===== src/rtl/adc_read_master_pkg.sv =====
// Shared definitions for the SPI read/write masters: FSM state encoding and
// the sign-extension pad width helper.
package adc_read_master_pkg;

    typedef enum logic [1:0] {
        ST_IDLE,
        ST_CONV,
        ST_SHIFT,
        ST_DONE
    } spi_state_t;

    // Number of copied sign bits needed to widen a wid-bit word to out_wid bits.
    function automatic int sext_pad(input int out_wid, input int wid);
        return out_wid - wid;
    endfunction

endpackage


===== src/rtl/adc_read_master_clkgen.sv =====
// SPI clock generator: while enabled, toggles sck every SCK_HALF clk cycles
// starting on the first enabled edge, and flags which toggles are leading/trailing.
module spi_master_clkgen #(
    parameter int SCK_HALF     = 2,
    parameter int SCK_HALF_WID = 3,
    parameter int POLARITY     = 1
) (
    input  logic clk,
    input  logic rst_L,
    input  logic en,
    output logic sck,
    output logic lead_stb,
    output logic trail_stb
);

    localparam logic [SCK_HALF_WID-1:0] HALF_LAST = SCK_HALF_WID'(SCK_HALF - 1);
    localparam logic                    IDLE_LVL  = (POLARITY != 0);

    logic [SCK_HALF_WID-1:0] half_cnt_reg, half_cnt_next;
    logic                    sck_reg, sck_next;
    logic                    trail_due_reg, trail_due_next;
    logic                    tick;

    // Strobes describe the sck edge that the coming clk edge will produce.
    assign tick      = en && (half_cnt_reg == '0);
    assign lead_stb  = tick && !trail_due_reg;
    assign trail_stb = tick && trail_due_reg;
    assign sck       = sck_reg;

    always_comb begin
        half_cnt_next  = half_cnt_reg;
        sck_next       = sck_reg;
        trail_due_next = trail_due_reg;
        if (!en) begin
            half_cnt_next  = '0;
            sck_next       = IDLE_LVL;
            trail_due_next = 1'b0;
        end else if (tick) begin
            half_cnt_next  = HALF_LAST;
            sck_next       = ~sck_reg;
            trail_due_next = ~trail_due_reg;
        end else begin
            half_cnt_next  = half_cnt_reg - SCK_HALF_WID'(1);
        end
    end

    always_ff @(posedge clk or negedge rst_L) begin
        if (!rst_L) begin
            half_cnt_reg  <= '0;
            sck_reg       <= IDLE_LVL;
            trail_due_reg <= 1'b0;
        end else begin
            half_cnt_reg  <= half_cnt_next;
            sck_reg       <= sck_next;
            trail_due_reg <= trail_due_next;
        end
    end

endmodule


===== src/rtl/adc_read_master.sv =====
// SPI master that performs one ADC conversion read per arm request and holds
// the sign-extended result with a finished/arm level handshake.
module adc_read_master
    import adc_read_master_pkg::*;
#(
    parameter int WID           = 18,
    parameter int WID_LEN       = 5,
    parameter int OUT_WID       = 32,
    parameter int POLARITY      = 1,
    parameter int PHASE         = 0,
    parameter int SCK_HALF      = 2,
    parameter int SCK_HALF_WID  = 3,
    parameter int CONV_WAIT     = 4,
    parameter int CONV_WAIT_WID = 4
) (
    input  logic               clk,
    input  logic               rst_L,
    input  logic               arm,
    output logic               finished,
    output logic               busy,
    output logic [OUT_WID-1:0] data_out,
    input  logic               miso,
    output logic               sck,
    output logic               ss_L
);

    localparam int                    PAD_W     = sext_pad(OUT_WID, WID);
    localparam logic [WID_LEN-1:0]    LAST_CNT  = WID_LEN'((PHASE != 0) ? WID - 1 : WID);
    localparam logic [SCK_HALF_WID:0] TAIL_LOAD = (SCK_HALF_WID + 1)'(2 * SCK_HALF - 1);

    spi_state_t                state_reg, state_next;
    logic [CONV_WAIT_WID-1:0]  conv_cnt_reg, conv_cnt_next;
    logic [WID_LEN-1:0]        bit_cnt_reg, bit_cnt_next;
    logic [WID-1:0]            sr_reg, sr_next;
    logic                      tail_reg, tail_next;
    logic [SCK_HALF_WID:0]     tail_cnt_reg, tail_cnt_next;
    logic                      ss_L_reg, ss_L_next;
    logic                      busy_reg, busy_next;
    logic                      finished_reg, finished_next;
    logic [OUT_WID-1:0]        data_reg, data_next;
    logic [OUT_WID-1:0]        ext_word;
    logic                      conv_last, clk_en, lead_stb, trail_stb, sample_stb, last_trail;

    generate
        if (PAD_W > 0) begin : g_sext
            assign ext_word = {{PAD_W{sr_reg[WID-1]}}, sr_reg};
        end else begin : g_noext
            assign ext_word = sr_reg;
        end
    endgenerate

    // The clock generator is enabled one cycle early so the first sck edge
    // coincides with the CONV -> SHIFT edge.
    assign conv_last  = (CONV_WAIT <= 1) ||
                        (conv_cnt_reg == CONV_WAIT_WID'(CONV_WAIT - 1));
    assign clk_en     = ((state_reg == ST_CONV) && conv_last) ||
                        ((state_reg == ST_SHIFT) && !tail_reg);
    assign sample_stb = (PHASE != 0) ? trail_stb : lead_stb;
    assign last_trail = trail_stb && (bit_cnt_reg == LAST_CNT);

    spi_master_clkgen #(
        .SCK_HALF     (SCK_HALF),
        .SCK_HALF_WID (SCK_HALF_WID),
        .POLARITY     (POLARITY)
    ) u_clkgen (
        .clk       (clk),
        .rst_L     (rst_L),
        .en        (clk_en),
        .sck       (sck),
        .lead_stb  (lead_stb),
        .trail_stb (trail_stb)
    );

    always_comb begin
        state_next    = state_reg;
        conv_cnt_next = conv_cnt_reg;
        bit_cnt_next  = bit_cnt_reg;
        sr_next       = sr_reg;
        tail_next     = tail_reg;
        tail_cnt_next = tail_cnt_reg;
        ss_L_next     = ss_L_reg;
        busy_next     = busy_reg;
        finished_next = finished_reg;
        data_next     = data_reg;

        if (sample_stb) begin
            sr_next      = {sr_reg[WID-2:0], miso};
            bit_cnt_next = bit_cnt_reg + WID_LEN'(1);
        end

        case (state_reg)
            ST_IDLE: begin
                if (arm) begin
                    state_next    = ST_CONV;
                    ss_L_next     = 1'b0;
                    busy_next     = 1'b1;
                    conv_cnt_next = '0;
                    bit_cnt_next  = '0;
                    sr_next       = '0;
                    tail_next     = 1'b0;
                    tail_cnt_next = '0;
                end
            end
            ST_CONV: begin
                conv_cnt_next = conv_cnt_reg + CONV_WAIT_WID'(1);
                if (conv_last) state_next = ST_SHIFT;
            end
            ST_SHIFT: begin
                // Tail: the last trailing half plus one more half-period of hold.
                if (tail_reg) begin
                    if (tail_cnt_reg == '0) begin
                        state_next    = ST_DONE;
                        ss_L_next     = 1'b1;
                        busy_next     = 1'b0;
                        finished_next = 1'b1;
                        data_next     = ext_word;
                    end else begin
                        tail_cnt_next = tail_cnt_reg - (SCK_HALF_WID + 1)'(1);
                    end
                end else if (last_trail) begin
                    tail_next     = 1'b1;
                    tail_cnt_next = TAIL_LOAD;
                end
            end
            ST_DONE: begin
                if (!arm) begin
                    state_next    = ST_IDLE;
                    finished_next = 1'b0;
                end
            end
            default: state_next = ST_IDLE;
        endcase
    end

    always_ff @(posedge clk or negedge rst_L) begin
        if (!rst_L) begin
            state_reg    <= ST_IDLE;
            conv_cnt_reg <= '0;
            bit_cnt_reg  <= '0;
            sr_reg       <= '0;
            tail_reg     <= 1'b0;
            tail_cnt_reg <= '0;
            ss_L_reg     <= 1'b1;
            busy_reg     <= 1'b0;
            finished_reg <= 1'b0;
            data_reg     <= '0;
        end else begin
            state_reg    <= state_next;
            conv_cnt_reg <= conv_cnt_next;
            bit_cnt_reg  <= bit_cnt_next;
            sr_reg       <= sr_next;
            tail_reg     <= tail_next;
            tail_cnt_reg <= tail_cnt_next;
            ss_L_reg     <= ss_L_next;
            busy_reg     <= busy_next;
            finished_reg <= finished_next;
            data_reg     <= data_next;
        end
    end

    assign ss_L     = ss_L_reg;
    assign busy     = busy_reg;
    assign finished = finished_reg;
    assign data_out = data_reg;

endmodule


===== config.mk =====
export PLATFORM = sky130hd
export DESIGN_NAME = adc_read_master
export DESIGN_NICKNAME = d
export VERILOG_FILES = /design/src/rtl/adc_read_master_pkg.sv /design/src/rtl/adc_read_master_clkgen.sv /design/src/rtl/adc_read_master.sv
export SDC_FILE = /design/constraint.sdc
export NUM_CORES = 1
export LEC_CHECK = 0
export ABC_CLOCK_PERIOD_IN_PS = 3940
export BUFFER_PORTS_ARGS = -buffer_cell sky130_fd_sc_hd__buf_4
export CAP_MARGIN = 5
export CORE_UTILIZATION = 35
export DETAILED_ROUTE_END_ITERATION = 16
export GPL_ROUTABILITY_DRIVEN = 0
export PLACE_DENSITY_LB_ADDON = 0.2
export SLEW_MARGIN = 20
export SYNTH_ARGS = -nofsm -noshare
export SYNTH_HDL_FRONTEND = slang
export SYNTH_SLANG_ARGS = --single-unit

===== constraint.sdc =====
create_clock -name clk -period 3.94 [get_ports clk]
set_input_delay 0.788 -clock clk [delete_from_list [all_inputs] [get_ports clk]]
set_output_delay 0.788 -clock clk [all_outputs]
set_load 0.01 [all_outputs]

==> tab_implementation.tex, run 1 <==
\begin{tabular}{lr}
\hline
Metric & Value \\
\hline
\multicolumn{2}{l}{\textbf{Final layout}} \\
\quad Leading cell types in the layout, fill and taps excluded & sky130\_fd\_sc\_hd\_\_dfrtp\_1 (58), sky130\_fd\_sc\_hd\_\_buf\_4 (41), sky130\_fd\_sc\_hd\_\_nor2\_1 (25), sky130\_fd\_sc\_hd\_\_mux2\_2 (19), sky130\_fd\_sc\_hd\_\_mux2i\_1 (18) \\
\quad Diodes inserted & 0 \\
\quad Final standard cell utilization of the core & between 40\% and 50\% \\
\quad Share of final-layout standard cells stronger than drive strength 1 & between 20\% and 30\% \\
\quad Commonest non-fill, non-tap cell in the layout & sky130\_fd\_sc\_hd\_\_dfrtp\_1 \\
\quad Count of filler cells inserted in the layout & 768 \\
\quad Reg area & 1500 sq um \\
\quad Layout Area Growth over Synthesis & 16.0\% \\
\quad Area of the multi-input gates & 1200 sq um \\
\quad Nets & between 200 and 300 \\
\multicolumn{2}{l}{\textbf{Timing}} \\
\quad Time the worst path needs with I/O delays and setup & roughly 2.3 ns \\
\quad Setup violation total in the final timing report & 0 \\
\quad Largest clock skew in the final design & $\sim$0.0057 ns \\
\quad Ratio of final minimum period to clock period & about three fifths \\
\quad Fin. max-slew vios & 0 \\
\quad Maximum clock frequency & between 400 and 500 MHz \\
\quad Worst Max-Slew Pin Slew & 0.932 ns \\
\quad Setup\_tns & 0 ns \\
\quad Worst rel slew slack & a little under two fifths \\
\quad Unrepaired setup endpoints after global routing & no \\
\quad Hold violation total from the final report & 0 \\
\multicolumn{2}{l}{\textbf{Critical path}} \\
\quad Reg2Reg Depth & 6 \\
\quad Crit path required time & $\sim$4.2 ns \\
\quad Internal reg-to-reg setup slack & around 1.6 ns \\
\quad Category of the most critical setup path & reg2reg \\
\quad Crit path launch type & flip-flop \\
\quad Peak fanout along the critical path & 27 \\
\quad Slowest-stage cell, CP & sky130\_fd\_sc\_hd\_\_o21ai\_4 \\
\quad Number of buffers and inverters on the critical path & 1 \\
\quad Worst setup startpoint & state\_reg[0] \\
\quad Last element of the critical path & sr\_reg[0] \\
\quad CP arrival & around 2.5 ns \\
\quad Worst R2R End & sr\_reg[0] \\
\quad List of cells traversed by the critical path & inv\_1 > ha\_1 > nor2b\_2 > o21ai\_4 > mux2i\_1 > nor2\_1 \\
\quad Peak per-stage delay on the critical path & around 0.76 ns \\
\quad Type of element capturing the critical path & flip-flop \\
\quad Number of logic stages on the critical path including buffering & 6 \\
\quad Top Family by Delay on Critical Path & compound AO/OA/AOI/OAI gates \\
\quad Critical register-to-register path startpoint & state\_reg[0] \\
\multicolumn{2}{l}{\textbf{Drt}} \\
\quad Total length of routed wires & approximately 5300 microns \\
\quad Detailed Route Iter0 Violations & roughly 110 \\
\quad Per-cell via count in the routed design & between 4 and 5 \\
\quad Number of optimization iterations in the first detailed-route pass & 4 \\
\quad Post-route antenna net violation count & 0 \\
\quad Wire length per cell after detailed routing & between 10 and 15 microns \\
\quad Routed vias & approximately 1.9k \\
\quad DRC viols & 0 \\
\multicolumn{2}{l}{\textbf{Clock network}} \\
\quad Sink count of the clock tree & 60 \\
\quad TritonCTS clock tree & yes \\
\quad Number of levels in the clock H-tree & 3 \\
\quad Number of clock buffers inserted by TritonCTS & 9 \\
\quad Clock Path Buffers & 2 \\
\quad Cell at the root of the clock tree & sky130\_fd\_sc\_hd\_\_clkbuf\_8 \\
\quad Post-CTS clock slew at the launch and capture registers of the worst setup and hold paths & around 0.070 ns \\
\quad Post-cts sizing count & 0 \\
\quad Total setup buffers inserted after CTS & 0 \\
\quad Clock Latency Late Sink & $\sim$0.33 ns \\
\quad Hold-fix buffers, CTS & 0 \\
\multicolumn{2}{l}{\textbf{Synthesis}} \\
\quad Number of synthesis warnings & 0 \\
\quad Proportion of synthesized flip-flops having asynchronous set or reset & between 90\% and 100\% \\
\quad Flip-flop and latch count after synthesis & 60 \\
\quad Mapped Cells & between 200 and 300 \\
\quad Syn avg cell area & $\sim$11 sq um \\
\quad Share of the synthesized area in the top cell type & 49.6\% \\
\quad Unique cell type count in the Yosys netlist & 46 \\
\quad Cell type with the largest total area after synthesis & sky130\_fd\_sc\_hd\_\_dfrtp\_1 \\
\quad Sequential element share of the synthesized area & about half \\
\quad Ys flop type & sky130\_fd\_sc\_hd\_\_dfrtp\_1 \\
\quad Main area contributors after synthesis & sky130\_fd\_sc\_hd\_\_dfrtp\_1 (50\%), sky130\_fd\_sc\_hd\_\_mux2\_2 (7.3\%), sky130\_fd\_sc\_hd\_\_mux2i\_1 (6.2\%) \\
\quad Netlist area before placement & 2930 sq um \\
\quad Post-Synthesis Net Count & around 270 \\
\quad Count of flip-flops with a built-in enable after synthesis & 0 \\
\multicolumn{2}{l}{\textbf{Global routing}} \\
\quad Total gr overflow & 0 \\
\quad Global routing usage summed across all routing layers & roughly 14\% \\
\quad Antenna violations before repair & 0 \\
\quad Largest net degree at the start of global routing & 61 \\
\quad Global-route wire length before repair & slightly above 9000 microns \\
\quad Vias in the first global route & 1927 \\
\multicolumn{2}{l}{\textbf{Outcome}} \\
\quad Result of the run & complete, no violations \\
\multicolumn{2}{l}{\textbf{Floorplanning}} \\
\quad Number of ports placed on the die boundary & 40 \\
\quad Initial Util & about 37\% \\
\quad Die outline width & just over 90 microns \\
\quad Area of the core region & 7890 sq um \\
\quad Area of the die & $\sim$8700 sq um \\
\quad Number of placement rows & 32 \\
\quad Die Y-Extent & $\sim$93 microns \\
\multicolumn{2}{l}{\textbf{Power and ir drop}} \\
\quad Cell Int Power & between 1.5 and 2 mW \\
\quad Sw Pwr & 827 uW \\
\quad Share of total power consumed by net switching & a little over a third \\
\quad Clk pwr share & about a quarter \\
\quad Pleak & between 1.5 and 2 nW \\
\quad Combinational Power Share & a little over a third \\
\quad Power share of the sequential group & roughly two fifths \\
\quad Worst IR drop on VDD & between 200 and 250 uV \\
\quad Ratio of total power to cell area & around 700 nW/um\^{}2 \\
\multicolumn{2}{l}{\textbf{Job}} \\
\quad Number of violations of the max-capacitance limit & 0 \\
\multicolumn{2}{l}{\textbf{Hold path}} \\
\quad Worst min-delay path category & reg2reg \\
\multicolumn{2}{l}{\textbf{Placement}} \\
\quad DP Wirelength & roughly 3400 microns \\
\quad Number of port buffers & 39 \\
\hline
\end{tabular}
-- per-layer routing --
metal / vias to the layer above / wire length, microns / track usage, %
met5: - / 0 / 0
met4: 0 / 95 / 7.31
met3: 8 / 174 / 2.60
met2: 39 / 2330 / 20.8
met1: 919 / 2650 / 18.5
li1: 931 / - / -
-- cell type report --
type                    count  area share, %
inverters                  11           1.22
well taps                 102           3.76
clock inverters             6           2.62
multi-input cells         159           35.3
flip-flops and latches     60           44.3
repair buffers             41           9.06
clock buffers              10           3.76
-- cells in the mapped netlist (all sizes together), types with 2 or more instances --
master	number
a21oi	7
and3	2
buf	24
clkbuf	3
dfrtp	58
dfstp	2
ha	12
inv	11
mux2	21
mux2i	18
nand2	9
nand2b	4
nand3	6
nor2	27
nor2b	3
nor3	4
nor3b	2
o2111ai	2
o21ai	15
o221ai	3
or3	4
or3b	2
xnor2	3
-- kinds of logic after synthesis --
logic type,Yosys count,share of synthesized area (%)
multiplexers,39,14.2
AND/OR/NAND/NOR,69,12.4
buffers and inverters,38,7.65
AO/OA/AOI/OAI,36,8.34
XOR/XNOR,3,0.898
adder cells (fa/ha/maj),12,5.13
flip-flops,60,51.4
-- through the flow --
step	instance area, sq um	hold slack [ns]	total power, mW	cells	setup slack [ns]
6_report	3400	0.443	2.37	389	1.64
5_1_grt	3400	0.459	2.55	389	1.39
4_1_cts	3400	0.450	2.40	389	1.66
3_5_place_dp	3180	0.441	1.78	373	1.65
3_3_place_gp	3180	0.433	1.77	373	1.73
2_1_floorplan	2930	0.419	1.57	257	2.09
-- how the worst min path moves through the flow --
stage / startpoint / depth (start not counted) / slack, ns / to
after floorplan: u_clkgen.half_cnt_reg[0] / 1 / 0.42 / u_clkgen.half_cnt_reg[0]
after global placement: u_clkgen.half_cnt_reg[0] / 1 / 0.43 / u_clkgen.half_cnt_reg[0]
after detailed placement: u_clkgen.half_cnt_reg[0] / 1 / 0.44 / u_clkgen.half_cnt_reg[0]
after CTS: u_clkgen.half_cnt_reg[0] / 1 / 0.45 / u_clkgen.half_cnt_reg[0]
after global routing: u_clkgen.half_cnt_reg[0] / 1 / 0.46 / u_clkgen.half_cnt_reg[0]
final: u_clkgen.half_cnt_reg[0] / 1 / 0.44 / u_clkgen.half_cnt_reg[0]
-- power groups by stage --
| stage | combinational (mW) | sequential (mW) | clock, mW |
|---|---|---|---|
| global route | 0.973 | 0.934 | 0.645 |
| detailed placement | 0.862 | 0.919 | 0 |
| floorplan | 0.668 | 0.905 | 0 |
| finish | 0.857 | 0.906 | 0.604 |
| global placement | 0.853 | 0.916 | 0 |
| CTS | 0.867 | 0.908 | 0.623 |
Power figures use the tool's default switching activity.
==> run 2, diff against run 1 <==
--- a/config.mk
+++ b/config.mk
@@ -5,7 +5,7 @@
 export SDC_FILE = /design/constraint.sdc
 export NUM_CORES = 1
 export LEC_CHECK = 0
-export ABC_CLOCK_PERIOD_IN_PS = 3940
+export ABC_CLOCK_PERIOD_IN_PS = 2050
 export BUFFER_PORTS_ARGS = -buffer_cell sky130_fd_sc_hd__buf_4
 export CAP_MARGIN = 5
 export CORE_UTILIZATION = 35
==> constraint.sdc (replaced) <==
create_clock -name clk -period 2.05 [get_ports clk]
set_input_delay 0.41 -clock clk [delete_from_list [all_inputs] [get_ports clk]]
set_output_delay 0.41 -clock clk [all_outputs]
set_load 0.01 [all_outputs]
==> run 2 against run 1 <==
Effect of this change: die area did not move; largest power group is now combinational cells; register-to-register slack worse by 1.5 ns; largest cell class unchanged; routed wire length rose by 2.4%; final cell count is 3.1% higher; combinational power up 110%.
==> tab_implementation.tex, run 2 (synthesized netlist as in run 1, its figures left out) <==
\begin{tabular}{lr}
\hline
Metric & Value \\
\hline
\multicolumn{2}{l}{\textbf{Timing}} \\
\quad Maximum clock frequency & around 530 MHz \\
\quad Ratio of final minimum period to clock period & a little over 90\% \\
\quad Worst rel slew slack & 70.1\% \\
\quad Worst Max-Slew Pin Slew & $\sim$0.45 ns \\
\quad Hold violation total from the final report & 0 \\
\quad Setup violation total in the final timing report & 0 \\
\quad Time the worst path needs with I/O delays and setup & roughly 1.9 ns \\
\quad Largest clock skew in the final design & between 0.007 and 0.008 ns \\
\quad Final worst setup slack & 0.151 ns \\
\quad Setup\_tns & 0 ns \\
\quad Unrepaired setup endpoints after global routing & no \\
\quad Worst hold margin & 0.0146 ns \\
\quad Fin. max-slew vios & 0 \\
\multicolumn{2}{l}{\textbf{Global routing}} \\
\quad Global routing usage summed across all routing layers & $\sim$14\% \\
\quad Largest net degree at the start of global routing & 35 \\
\quad Antenna violations before repair & 0 \\
\quad Vias in the first global route & 1949 \\
\quad Total gr overflow & 0 \\
\quad Global-route wire length before repair & 9500 microns \\
\multicolumn{2}{l}{\textbf{Floorplanning}} \\
\quad Number of placement rows & 32 \\
\quad Die outline width & approximately 93 microns \\
\quad Die Y-Extent & 93.4 microns \\
\quad Initial Util & a little under two fifths \\
\quad Area of the die & about 8700 sq um \\
\quad Area of the core region & around 7900 sq um \\
\quad Number of ports placed on the die boundary & 40 \\
\multicolumn{2}{l}{\textbf{Hold path}} \\
\quad Worst min-delay path category & in2async \\
\multicolumn{2}{l}{\textbf{Drt}} \\
\quad Per-cell via count in the routed design & slightly below 5 \\
\quad Number of optimization iterations in the first detailed-route pass & 4 \\
\quad Detailed Route Iter0 Violations & 73 \\
\quad Wire length per cell after detailed routing & between 10 and 15 microns \\
\quad Post-route antenna net violation count & 0 \\
\quad Routed vias & about 2k \\
\quad Total length of routed wires & about 5400 microns \\
\quad DRC viols & 0 \\
\multicolumn{2}{l}{\textbf{Critical path}} \\
\quad Internal reg-to-reg setup slack & 0.15 ns \\
\quad CP arrival & about 2.1 ns \\
\quad Number of buffers and inverters on the critical path & 2 \\
\quad Category of the most critical setup path & reg2reg \\
\quad List of cells traversed by the critical path & inv\_1 > ha\_1 > or3b\_1 > nor2\_2 > buf\_4 > mux2\_2 \\
\quad Number of logic stages on the critical path including buffering & 6 \\
\quad Critical register-to-register path startpoint & tail\_cnt\_reg[0] \\
\quad Top Family by Delay on Critical Path & simple AND/OR/NAND/NOR gates \\
\quad Reg2Reg Depth & 6 \\
\quad Crit path required time & 2.27 ns \\
\quad Slowest-stage cell, CP & sky130\_fd\_sc\_hd\_\_or3b\_1 \\
\quad Peak fanout along the critical path & 12 \\
\quad Peak per-stage delay on the critical path & a little over 0.4 ns \\
\quad Type of element capturing the critical path & flip-flop \\
\quad Crit path launch type & flip-flop \\
\quad Worst R2R End & data\_out[10] \\
\multicolumn{2}{l}{\textbf{Placement}} \\
\quad Number of port buffers & 39 \\
\quad Dpl cell area & between 3000 and 4000 sq um \\
\quad Placement Setup Slack & between 0.15 and 0.2 ns \\
\quad Placed Cells incl. Taps & $\sim$390 \\
\quad DP Wirelength & around 3700 microns \\
\multicolumn{2}{l}{\textbf{Power and ir drop}} \\
\quad Combinational Power Share & roughly two fifths \\
\quad Overall power & around 4.7 mW \\
\quad Power share of the sequential group & 37.1\% \\
\quad Cell Int Power & 3.08 mW \\
\quad Ratio of total power to cell area & between 1000 and 1500 nW/um\^{}2 \\
\quad Clk pwr share & around a quarter \\
\quad Worst IR drop on VDD & roughly 630 uV \\
\quad Pleak & 1.80 nW \\
\quad Share of total power consumed by net switching & between 30 and 40\% \\
\quad Sw Pwr & $\sim$1.6 mW \\
\multicolumn{2}{l}{\textbf{Final layout}} \\
\quad Commonest non-fill, non-tap cell in the layout & sky130\_fd\_sc\_hd\_\_dfrtp\_1 \\
\quad Share of final-layout standard cells stronger than drive strength 1 & 32.1\% \\
\quad Final standard cell utilization of the core & between 40 and 50\% \\
\quad Diodes inserted & 0 \\
\quad Layout Cell Area excl Fill & between 3000 and 4000 sq um \\
\quad Nets & 310 \\
\quad Leading cell types in the layout, fill and taps excluded & sky130\_fd\_sc\_hd\_\_dfrtp\_1 (58), sky130\_fd\_sc\_hd\_\_buf\_4 (52), sky130\_fd\_sc\_hd\_\_nor2\_1 (25), sky130\_fd\_sc\_hd\_\_mux2\_2 (19), sky130\_fd\_sc\_hd\_\_mux2i\_1 (18) \\
\quad Layout Area Growth over Synthesis & 19.5\% \\
\quad Number of standard cells in the layout, taps in and fillers out & between 400 and 500 \\
\quad Count of filler cells inserted in the layout & around 730 \\
\multicolumn{2}{l}{\textbf{Clock network}} \\
\quad Post-CTS clock slew at the launch and capture registers of the worst setup and hold paths & roughly 0.07 ns \\
\quad Clock Path Buffers & 2 \\
\quad Clock Latency Late Sink & about 0.33 ns \\
\quad Sink count of the clock tree & 60 \\
\quad Post-cts sizing count & 0 \\
\quad Total setup buffers inserted after CTS & 0 \\
\quad TritonCTS clock tree & yes \\
\quad Hold-fix buffers, CTS & 0 \\
\quad Number of levels in the clock H-tree & 3 \\
\quad Cell at the root of the clock tree & sky130\_fd\_sc\_hd\_\_clkbuf\_8 \\
\quad Number of clock buffers inserted by TritonCTS & 9 \\
\multicolumn{2}{l}{\textbf{Outcome}} \\
\quad Result of the run & complete, no violations \\
\multicolumn{2}{l}{\textbf{Job}} \\
\quad Number of violations of the max-capacitance limit & 0 \\
\hline
\end{tabular}
-- run 2: layout make-up --
cell class                 instances  area (sq um)  area share (%)
sequential                        60          1500            43.0
multi-input combinational        159          1200            34.3
tap                              102           128            3.65
inverter                          11          41.3            1.18
timing repair buffer              53           410            11.7
clock buffer                      10           128            3.65
clock inverter                     6          88.8            2.54
-- run 2: per-layer routing --
layer	track usage, %	vias to the layer above	wire [microns]
met1	19.1	959	2720
li1	-	955	-
met2	20.9	35	2390
met3	3.74	7	167
met4	8.21	0	108
met5	0	-	0
-- run 2: power by group through the flow --
stage	clock (mW)	combinational (mW)	sequential, mW
after floorplan	0	1.28	1.74
after global placement	0	1.79	1.76
after detailed placement	0	1.82	1.77
after CTS	1.21	1.83	1.75
after global routing	1.25	2.02	1.80
final	1.16	1.80	1.74
-- run 2: worst max-delay path by stage --
stage                     from           end  slack [ns]
6_report       tail_cnt_reg[0]  data_out[10]        0.15
5_1_grt        tail_cnt_reg[1]  data_out[12]        0.05
4_1_cts        tail_cnt_reg[0]  data_out[10]        0.15
3_5_place_dp   tail_cnt_reg[0]  data_out[10]        0.17
3_3_place_gp   tail_cnt_reg[0]  data_out[16]        0.20
2_1_floorplan     state_reg[0]  state_reg[1]        0.29
